[config.mk]
export PLATFORM = sky130hd
export DESIGN_NAME = exec_stage
export DESIGN_NICKNAME = d
export VERILOG_FILES = /design/src/rtl/exec_pkg.sv /design/src/rtl/alu_comb.sv /design/src/rtl/exec_stage.sv
export SDC_FILE = /design/constraint.sdc
export NUM_CORES = 1
export LEC_CHECK = 0
export ABC_AREA = 1
export BUFFER_PORTS_ARGS = -buffer_cell sky130_fd_sc_hd__buf_2
export CAP_MARGIN = 0
export CORE_UTILIZATION = 50
export DETAILED_ROUTE_END_ITERATION = 6
export PLACE_DENSITY = 0.72
export SLEW_MARGIN = 15
export SYNTH_ARGS = -nofsm -noshare
export SYNTH_HDL_FRONTEND = slang
export SYNTH_HIERARCHICAL = 1
export SYNTH_SLANG_ARGS = --single-unit
[constraint.sdc]
create_clock -name EX_clk -period 3.5 [get_ports EX_clk]
set_clock_uncertainty 0.05 [all_clocks]
set_input_delay 0.175 -clock EX_clk [delete_from_list [all_inputs] [get_ports EX_clk]]
set_output_delay 0.175 -clock EX_clk [all_outputs]
set_load 0.1 [all_outputs]
[src/rtl/exec_pkg.sv]
// exec_pkg: shared ALU operation codes and FSM state encoding for the execute stage.
package exec_pkg;

    localparam logic [3:0] OP_ADD  = 4'd0;
    localparam logic [3:0] OP_ADDU = 4'd1;
    localparam logic [3:0] OP_SUB  = 4'd2;
    localparam logic [3:0] OP_SUBU = 4'd3;
    localparam logic [3:0] OP_AND  = 4'd4;
    localparam logic [3:0] OP_OR   = 4'd5;
    localparam logic [3:0] OP_XOR  = 4'd6;
    localparam logic [3:0] OP_NOR  = 4'd7;
    localparam logic [3:0] OP_SLT  = 4'd8;
    localparam logic [3:0] OP_SLTU = 4'd9;
    localparam logic [3:0] OP_SLL  = 4'd10;
    localparam logic [3:0] OP_SRL  = 4'd11;
    localparam logic [3:0] OP_SRA  = 4'd12;
    localparam logic [3:0] OP_LUI  = 4'd13;
    localparam logic [3:0] OP_MUL  = 4'd14;

    typedef enum logic [1:0] {
        S_IDLE,
        S_EXEC,
        S_MUL
    } state_t;

endpackage

[src/rtl/alu_comb.sv]
// alu_comb: single-cycle combinational ALU.
// Ports: i_a, i_b operands; i_op operation code; i_shamt shift amount;
//        o_result WIDTH-bit result (0 for MUL/undefined); o_ovf signed overflow (ADD/SUB only).
module alu_comb
    import exec_pkg::*;
#(
    parameter int WIDTH = 32
) (
    input  logic [WIDTH-1:0] i_a,
    input  logic [WIDTH-1:0] i_b,
    input  logic [3:0]       i_op,
    input  logic [4:0]       i_shamt,
    output logic [WIDTH-1:0] o_result,
    output logic             o_ovf
);

    logic [WIDTH-1:0] w_sum;
    logic [WIDTH-1:0] w_diff;
    logic             w_sa;
    logic             w_sb;

    assign w_sum  = i_a + i_b;
    assign w_diff = i_a - i_b;
    assign w_sa   = i_a[WIDTH-1];
    assign w_sb   = i_b[WIDTH-1];

    always_comb begin
        o_result = '0;
        o_ovf    = 1'b0;
        case (i_op)
            OP_ADD: begin
                o_result = w_sum;
                o_ovf    = (w_sa == w_sb) && (w_sum[WIDTH-1] != w_sa);
            end
            OP_ADDU: o_result = w_sum;
            OP_SUB: begin
                o_result = w_diff;
                o_ovf    = (w_sa != w_sb) && (w_diff[WIDTH-1] != w_sa);
            end
            OP_SUBU: o_result = w_diff;
            OP_AND:  o_result = i_a & i_b;
            OP_OR:   o_result = i_a | i_b;
            OP_XOR:  o_result = i_a ^ i_b;
            OP_NOR:  o_result = ~(i_a | i_b);
            OP_SLT:  o_result = WIDTH'($signed(i_a) < $signed(i_b));
            OP_SLTU: o_result = WIDTH'(i_a < i_b);
            OP_SLL:  o_result = i_b << i_shamt;
            OP_SRL:  o_result = i_b >> i_shamt;
            OP_SRA:  o_result = $signed(i_b) >>> i_shamt;
            OP_LUI:  o_result = WIDTH'(i_b[15:0]) << 16;
            default: o_result = '0;
        endcase
    end

endmodule

[src/rtl/exec_stage.sv]
// exec_stage: multicycle execute stage; latches operands on start, runs the ALU op
// (or an iterative shift-add multiply) and registers the result.
// Ports: EX_clk/rst_n clock and async active-low reset; start request (IDLE only);
//        ALUctr op code; ALUSrc/ExtOp/imm16 select and extend the B operand; busA/busB
//        register-file operands; shamt shift amount; ALUOut/Zero/Overflow registered
//        results; busy (not IDLE); done one-cycle result-valid pulse.
module exec_stage
    import exec_pkg::*;
#(
    parameter int WIDTH     = 32,
    parameter int MUL_STEPS = 32
) (
    input  logic             EX_clk,
    input  logic             rst_n,
    input  logic             start,
    input  logic [3:0]       ALUctr,
    input  logic             ALUSrc,
    input  logic             ExtOp,
    input  logic [WIDTH-1:0] busA,
    input  logic [WIDTH-1:0] busB,
    input  logic [15:0]      imm16,
    input  logic [4:0]       shamt,
    output logic [WIDTH-1:0] ALUOut,
    output logic             Zero,
    output logic             Overflow,
    output logic             busy,
    output logic             done
);

    localparam int CW = $clog2(MUL_STEPS + 1);

    state_t           r_state;
    state_t           w_next;
    logic [WIDTH-1:0] r_a;
    logic [WIDTH-1:0] r_b;
    logic [3:0]       r_op;
    logic [4:0]       r_shamt;
    logic [WIDTH-1:0] r_acc;
    logic [CW-1:0]    r_cnt;
    logic [WIDTH-1:0] r_out;
    logic             r_zero;
    logic             r_ovf;
    logic             r_done;
    logic [WIDTH-1:0] w_b_sel;
    logic [WIDTH-1:0] w_res;
    logic             w_ovf;
    logic [WIDTH-1:0] w_acc;
    logic             w_last;

    assign w_b_sel = ALUSrc ? {{(WIDTH-16){ExtOp & imm16[15]}}, imm16} : busB;
    // During MUL r_a is the multiplicand (shifted left) and r_b the multiplier (shifted right).
    assign w_acc   = r_acc + (r_b[0] ? r_a : '0);
    assign w_last  = r_cnt == CW'(MUL_STEPS - 1);

    alu_comb #(.WIDTH(WIDTH)) u_alu (
        .i_a     (r_a),
        .i_b     (r_b),
        .i_op    (r_op),
        .i_shamt (r_shamt),
        .o_result(w_res),
        .o_ovf   (w_ovf)
    );

    always_ff @(posedge EX_clk or negedge rst_n) begin
        if (!rst_n) r_state <= S_IDLE;
        else        r_state <= w_next;
    end

    always_comb begin
        w_next = r_state;
        case (r_state)
            S_IDLE:  w_next = start ? (ALUctr == OP_MUL ? S_MUL : S_EXEC) : S_IDLE;
            S_EXEC:  w_next = S_IDLE;
            S_MUL:   w_next = w_last ? S_IDLE : S_MUL;
            default: w_next = S_IDLE;
        endcase
    end

    always_ff @(posedge EX_clk or negedge rst_n) begin
        if (!rst_n) begin
            r_a     <= '0;
            r_b     <= '0;
            r_op    <= '0;
            r_shamt <= '0;
            r_acc   <= '0;
            r_cnt   <= '0;
            r_out   <= '0;
            r_zero  <= 1'b1;
            r_ovf   <= 1'b0;
            r_done  <= 1'b0;
        end else begin
            r_done <= 1'b0;
            case (r_state)
                S_IDLE: if (start) begin
                    r_a     <= busA;
                    r_b     <= w_b_sel;
                    r_op    <= ALUctr;
                    r_shamt <= shamt;
                    r_acc   <= '0;
                    r_cnt   <= '0;
                end
                S_EXEC: begin
                    r_out  <= w_res;
                    r_zero <= w_res == '0;
                    r_ovf  <= w_ovf;
                    r_done <= 1'b1;
                end
                S_MUL: begin
                    r_acc <= w_acc;
                    r_a   <= r_a << 1;
                    r_b   <= r_b >> 1;
                    r_cnt <= r_cnt + CW'(1);
                    if (w_last) begin
                        r_out  <= w_acc;
                        r_zero <= w_acc == '0;
                        r_ovf  <= 1'b0;
                        r_done <= 1'b1;
                    end
                end
                default: ;
            endcase
        end
    end

    assign ALUOut   = r_out;
    assign Zero     = r_zero;
    assign Overflow = r_ovf;
    assign busy     = r_state != S_IDLE;
    assign done     = r_done;

endmodule

**After elaboration in Yosys (flattened, before gate mapping)**

Index checks and enable logic that the tools add are counted.

- Flip-flop bits (word level): 148
- Input bits: 94
- Logic and storage cells: 86

- Add/sub/neg operators: 4
- Magnitude comparators: 2
- Eq/ne operators: 23
- Shift-type cells: 3
- Multiplexer cells: 24
- Bitwise operators: 5
- Reductions and logical operators: 14

Operators with widths:

| operator | count |
|---|---|
| 32-bit case mux with 12 select lines | 1 |
| 32-bit case mux with 2 select lines | 4 |
| 32-bit two-way mux | 6 |
| 32-bit adder | 2 |
| 32-bit zero test | 2 |
| 32-bit less-than comparator | 2 |
| 32-bit bitwise AND | 1 |
| 32-bit inverter | 1 |
| 32-bit bitwise OR | 1 |
| 32-bit by 5-bit left shift with 32-bit output | 1 |
| 32-bit by 5-bit >> shifter with 32-bit output | 1 |
| 32-bit by 5-bit >>> shifter with 32-bit output | 1 |
| 32-bit subtractor | 1 |
| 32-bit bitwise XOR | 1 |
| 4-bit == test (second input constant) | 7 |
| 4-bit by 3-bit == test with 1-bit output (second input constant) | 4 |
| 6-bit case mux with 2 select lines | 1 |
| 4-bit by 2-bit == test with 1-bit output (second input constant) | 2 |
| 1-bit case mux with 2 select lines | 4 |
| 6-bit by 1-bit adder with 6-bit output (second input constant) | 1 |
| 6-bit by 5-bit == test with 1-bit output (second input constant) | 1 |
| 2-bit two-way mux | 3 |
| 6-bit two-way mux | 1 |
| 2-bit AND reduction | 3 |
| other kinds (14) | 23 |

**Logic depth before layout (Yosys ltp)**

- Depth after elaboration: 5
- Depth in mapped cells: 21

**Cells and area by module**

Netlist, hierarchy kept.

By module, submodules not included:

| module | instances | cells each | area an instance (um2) | sequential area each (um2) |
|---|---|---|---|---|
| alu_comb | 1 | 2134 | 10299.9 | 0.0 |
| exec_stage | 1 | 1421 | 9520.4 | 3704.8 |

**Least setup slack after synthesis**

No wires, ideal clock.

- Path kind: register to register
- From: register r_b[0]
- To: register r_zero, in the netlist Zero
- Arrival time: 2.536 ns
- Required time: 3.377 ns
- Path slack: 0.841 ns
- Cell stages (with the launch flop): 16
- Path buffers: 2
- Clock period less this slack: 2.659 ns
- Cell sequence: dfrtp_1 -> clkbuf_1 -> clkbuf_1 -> nand2_1 -> inv_1 -> fa_1 -> or2_2 -> nor2_1 -> nand2_1 -> nor3_1 -> nand2_1 -> nor2_1 -> nand3_1 -> nor2_2 -> nand3_1 -> a21oi_1

- Longest elaborated chain between the ends: 5
- Elaborated cells between the ends (all ways): 18

RTL lines:

| element | line | source |
|---|---|---|
| start: declaration | exec_stage.sv:35 | `logic [WIDTH-1:0] r_b;` |
| start signal: assignment | exec_stage.sv:96 | `r_b <= w_b_sel;` |
| start signal: assignment | exec_stage.sv:111 | `r_b <= r_b >> 1;` |
| parallel branches: the longest is 4 deep, another holds 32-bit subtractor | - |  |
| 1-bit case mux with 2 select lines * | exec_stage.sv:93 | `case (r_state)` |
| end signal: assignment | exec_stage.sv:88 | `r_zero <= 1'b1;` |
| end signal: assignment | exec_stage.sv:104 | `r_zero <= w_res == '0;` |
| end signal: assignment | exec_stage.sv:115 | `r_zero <= w_acc == '0;` |
| end: declaration | exec_stage.sv:41 | `logic r_zero;` |

Mark *: on every way between the ends. The select of a mux whose other input is x is not followed.
A chain may end at the register's enable or synchronous reset.

**Worst setup path in the final report**

- From: register r_b[1]
- To: register r_zero, in the netlist Zero

- Elaborated cells between the ends (all ways): 14

RTL lines:

| element | line | source |
|---|---|---|
| 32-bit subtractor, or another cell as far along | alu_comb.sv:23 | `assign w_diff = i_a - i_b;` |
| 32-bit case mux with 12 select lines * | alu_comb.sv:30 | `case (i_op)` |
| named net w_res[3] | exec_stage.sv:45 | `logic [WIDTH-1:0] w_res;` |
| 32-bit zero test * | exec_stage.sv:104 |  |
| 1-bit case mux with 2 select lines * | exec_stage.sv:93 |  |

The timed path passes the listed nets; every way through them passes the cells marked *.

==> impl_metrics.ini <==
[worst_setup_path]
critical_path.slowest_cell = dfrtp_1
critical_path_peak_fanout = 5
worstSetupPathType = reg -> reg
worst-r2r-setup-slack_ns = 0.12
reg2reg_to = Zero
worstReg2RegStart = r_b[1]
arrival_ns = 3.76
critPathLaunch = r_b[1]
worst-endpoint-required_ns = 3.89
cp_common_cell = a21oi_1
rr_worst_depth = 15
path_cells = inv_1 -> ha_1 -> nor2_1 -> nand2_1 -> nand3_2 -> nor3_1 -> a21oi_1 -> nand4_1 -> a21oi_1 -> nand3_1 -> nor4_2 -> nand4_1 -> nor2_1 -> a21oi_1 -> a21oi_1
slowest_delay_ns = 0.44
endpoint = Zero
startpoint_type = flip-flop
setup.worst_path.end_class = flip-flop

[detailed_routing]
detail_route.vias_per_cell = 5.98
drc = 4
first_iter_violations = 3413
wl_mm = 96.8
ant_nets = 0
firstDrtPassIters = 7
wire_per_inst_um = 22.7
vias = 25500

[synthesis]
ys_ff_latch = 148
syn_inst = 3555
synthArstFlopShare_pct = 100
ys.flop_type = dfrtp_1
synth_edf_count = 0
syn_nets = 3783
synth_cell_types = 55
yosysTopAreaCellShare_pct = 23.3
synth_top_area_cell = nand2_1
syn_avg_cell_area_um2 = 5.58
ys_warn_count = 6
synth_area_leaders = nand2_1 23%, dfrtp_1 19%, nand3_1 11%
syn_area_mm2 = 0.0198
ys_seq_area_share_pct = 18.7

[clock_tree]
cts_buffers = 17
clock_latency_ns = 0.51
cts.sink_count = 148
cts_root_buf = clkbuf_16
cts.clk_slew.worst_paths_ns = 0.08
cts_tree = done
cts_buffer_depth = 2
cts_setup_buffers = 0
htree_num_levels = 4

[flow_run]
cap_viol_max_count = 0

[die]
fp.dieW_um = 201
die_area_mm2 = 0.0404
ios = 130
rows = 72
die_h_um = 201
core_mm2 = 0.0389
initial_core_util_pct = 50.9

[timing]
fin_crit_sh_pct = 96.5
setup_viol = 0
relSlewSlack_pct = 25.8
max_clock_freq_mhz = 296
finalCriticalPeriod_ns = 3.38
drv_slew = 0
hold_viol = 0
worst_slew_pin_slew_ns = 1.11

[place]
portBuffers = 129
place_congestion = 1.13
dp_hpwl_mm = 78.4

[finish]
area_delta_synth_final_pct = 14.8
nFillCells = 4044
utilization_pct = 58.5
drive_gt1_share_pct = 11.4
fin_nets = 3966

[grt]
grt.total_usage_pct = 47.3
grt_pass1_vias = 23600
grt_first_pass_wirelength_mm = 142
gr-total-overflow = 0
grt_max_degree = 74
antenna_found_initial = 1

[pwr]
p_leak_nw = 12.3
total_power_mw = 15.8
p_per_area_mw_per_mm2 = 695
peakVddDrop_v = 0.000621

[worst_hold_path]
hp-class = in -> reg
min_from = busB[16]

[status]
violations = design-rule violations
status = finished, violations left
-- synthesized netlist by cell type, types with 2 or more instances --
library cell	number
xor2_1	6
dfrtp_1	147
a221oi_1	6
or2_2	6
xnor2_1	2
inv_1	434
clkbuf_2	3
nand3_2	4
nor2_1	303
nand3b_1	7
fa_1	3
a21o_1	2
buf_2	69
clkinv_1	5
nand4_1	50
nor2_2	15
ha_1	131
nor3_1	24
o21ai_2	2
nand2_1	1232
o21a_1	7
buf_4	12
a31oi_1	41
a211oi_1	3
clkbuf_1	54
nand3_1	432
nor2_4	6
and2_1	2
a21boi_0	2
o22ai_1	22
buf_1	12
a21oi_1	214
o21bai_1	10
nor4_1	9
buf_6	4
nor3b_1	2
o211ai_1	21
o21ai_1	12
a21oi_2	2
nand2_2	22
inv_2	17
o21ai_0	181
nor3_2	5
-- layout make-up --
type                       count  area (um2)  area share, %
multi-input combinational   2797       13800           60.5
sequential                   148        3710           16.3
timing repair buffer         318        2270           9.99
inverter                     456        1720           7.54
tap                          518         648           2.85
clock buffer                  18         439           1.93
clock inverter                14         200          0.880
antenna                        1        2.50         0.0110
-- layout by cell type, fill, tap and decap left out, types with 6 or more instances in the layout --
master / n
a31oi_1: 41
buf_4: 140
dfrtp_2: 8
dfrtp_1: 139
nor2_2: 20
ha_1: 125
o21ai_1: 11
o22ai_1: 22
nand3_2: 6
clkbuf_16: 17
nor3_1: 23
or2_2: 6
o21bai_1: 10
nor3_2: 6
o21a_1: 7
nor2_1: 298
inv_2: 17
inv_1: 431
nand4_1: 50
a221oi_1: 6
buf_12: 8
dlygate4sd3_1: 41
xor2_1: 6
nand3_1: 430
a21oi_1: 213
buf_2: 128
nand3b_1: 7
nand2_2: 23
nand2_1: 1231
o211ai_1: 21
o21ai_0: 180
nor2_4: 6
-- how the worst min path moves through the flow --
| stage | endpoint | depth (start not counted) |
|---|---|---|
| 2_1_floorplan | ALUOut[0] | 0 |
| 3_3_place_gp | r_shamt[0] | 1 |
| 3_5_place_dp | r_shamt[0] | 1 |
| 4_1_cts | r_b[16] | 5 |
| 5_1_grt | r_b[16] | 5 |
| 6_report | r_b[16] | 5 |
-- critical path: cells and delay by family, from the launching register on --
kind / cells / cell delay (ns)
adder cells (fa/ha/maj): 1 / 0.37
flip-flops: 1 / 0.44
buffers and inverters: 1 / 0.14
AND/OR/NAND/NOR: 9 / 1.74
AO/OA/AOI/OAI: 4 / 0.58
-- power by group --
| group | internal (mW) | switching (mW) | leakage, nW |
|---|---|---|---|
| Combinational | 3.01 | 8.21 | 10.1 |
| Clock | 1.22 | 0.920 | 0.314 |
| Sequential | 2.11 | 0.337 | 1.82 |
-- per-stage QoR --
step	area, um2	cells	hold slack, ns	setup WS, ns	TNS (ns)
6_report	22800	4270	0.0251	0.122	0
5_1_grt	22800	4270	0.0708	-0.00212	-0.00212
4_1_cts	22700	4269	0.00158	0.0261	0
3_5_place_dp	21600	4196	0.198	0.0653	0
3_3_place_gp	21600	4196	0.197	0.0953	0
2_1_floorplan	19800	3555	-0.171	0.841	0
-- cells by family after synthesis --
kind of cell | Yosys count | synth area share [%]
and+or+nand+nor | 2126 | 45.4
buffers and inverters | 610 | 12.4
AOI/OAI and AO/OA | 528 | 14.5
DFF | 148 | 18.7
adders and majority gates | 134 | 8.57
xor gates and xnor gates | 8 | 0.354
muxes | 1 | 0.0505
-- registers in the layout, indices dropped and copies added (netlist names) --
register,cells
r_b,32
Zero,1
r_cnt,6
r_a,32
r_op,4
ALUOut,32
r_acc,32
done,1
r_state,2
r_shamt,5
Overflow,1
-- layer usage --
layer | vias to the layer above | share of wire [%] | GRT usage [%] | wire length [um]
met5 | - | 0 | 0 | 0
met4 | 0 | 8.1 | 34.5 | 7840
met3 | 367 | 11 | 9.80 | 10400
met2 | 1749 | 43 | 73.8 | 42000
met1 | 11600 | 38 | 57.8 | 36500
li1 | 11800 | - | - | -
-- repair_timing --
action                     CTS  global route
hold endpoints to repair   107             0
setup endpoints to repair    0             1
resized for setup            0            32
hold buffers                41             0
Power figures use the tool's default switching activity.
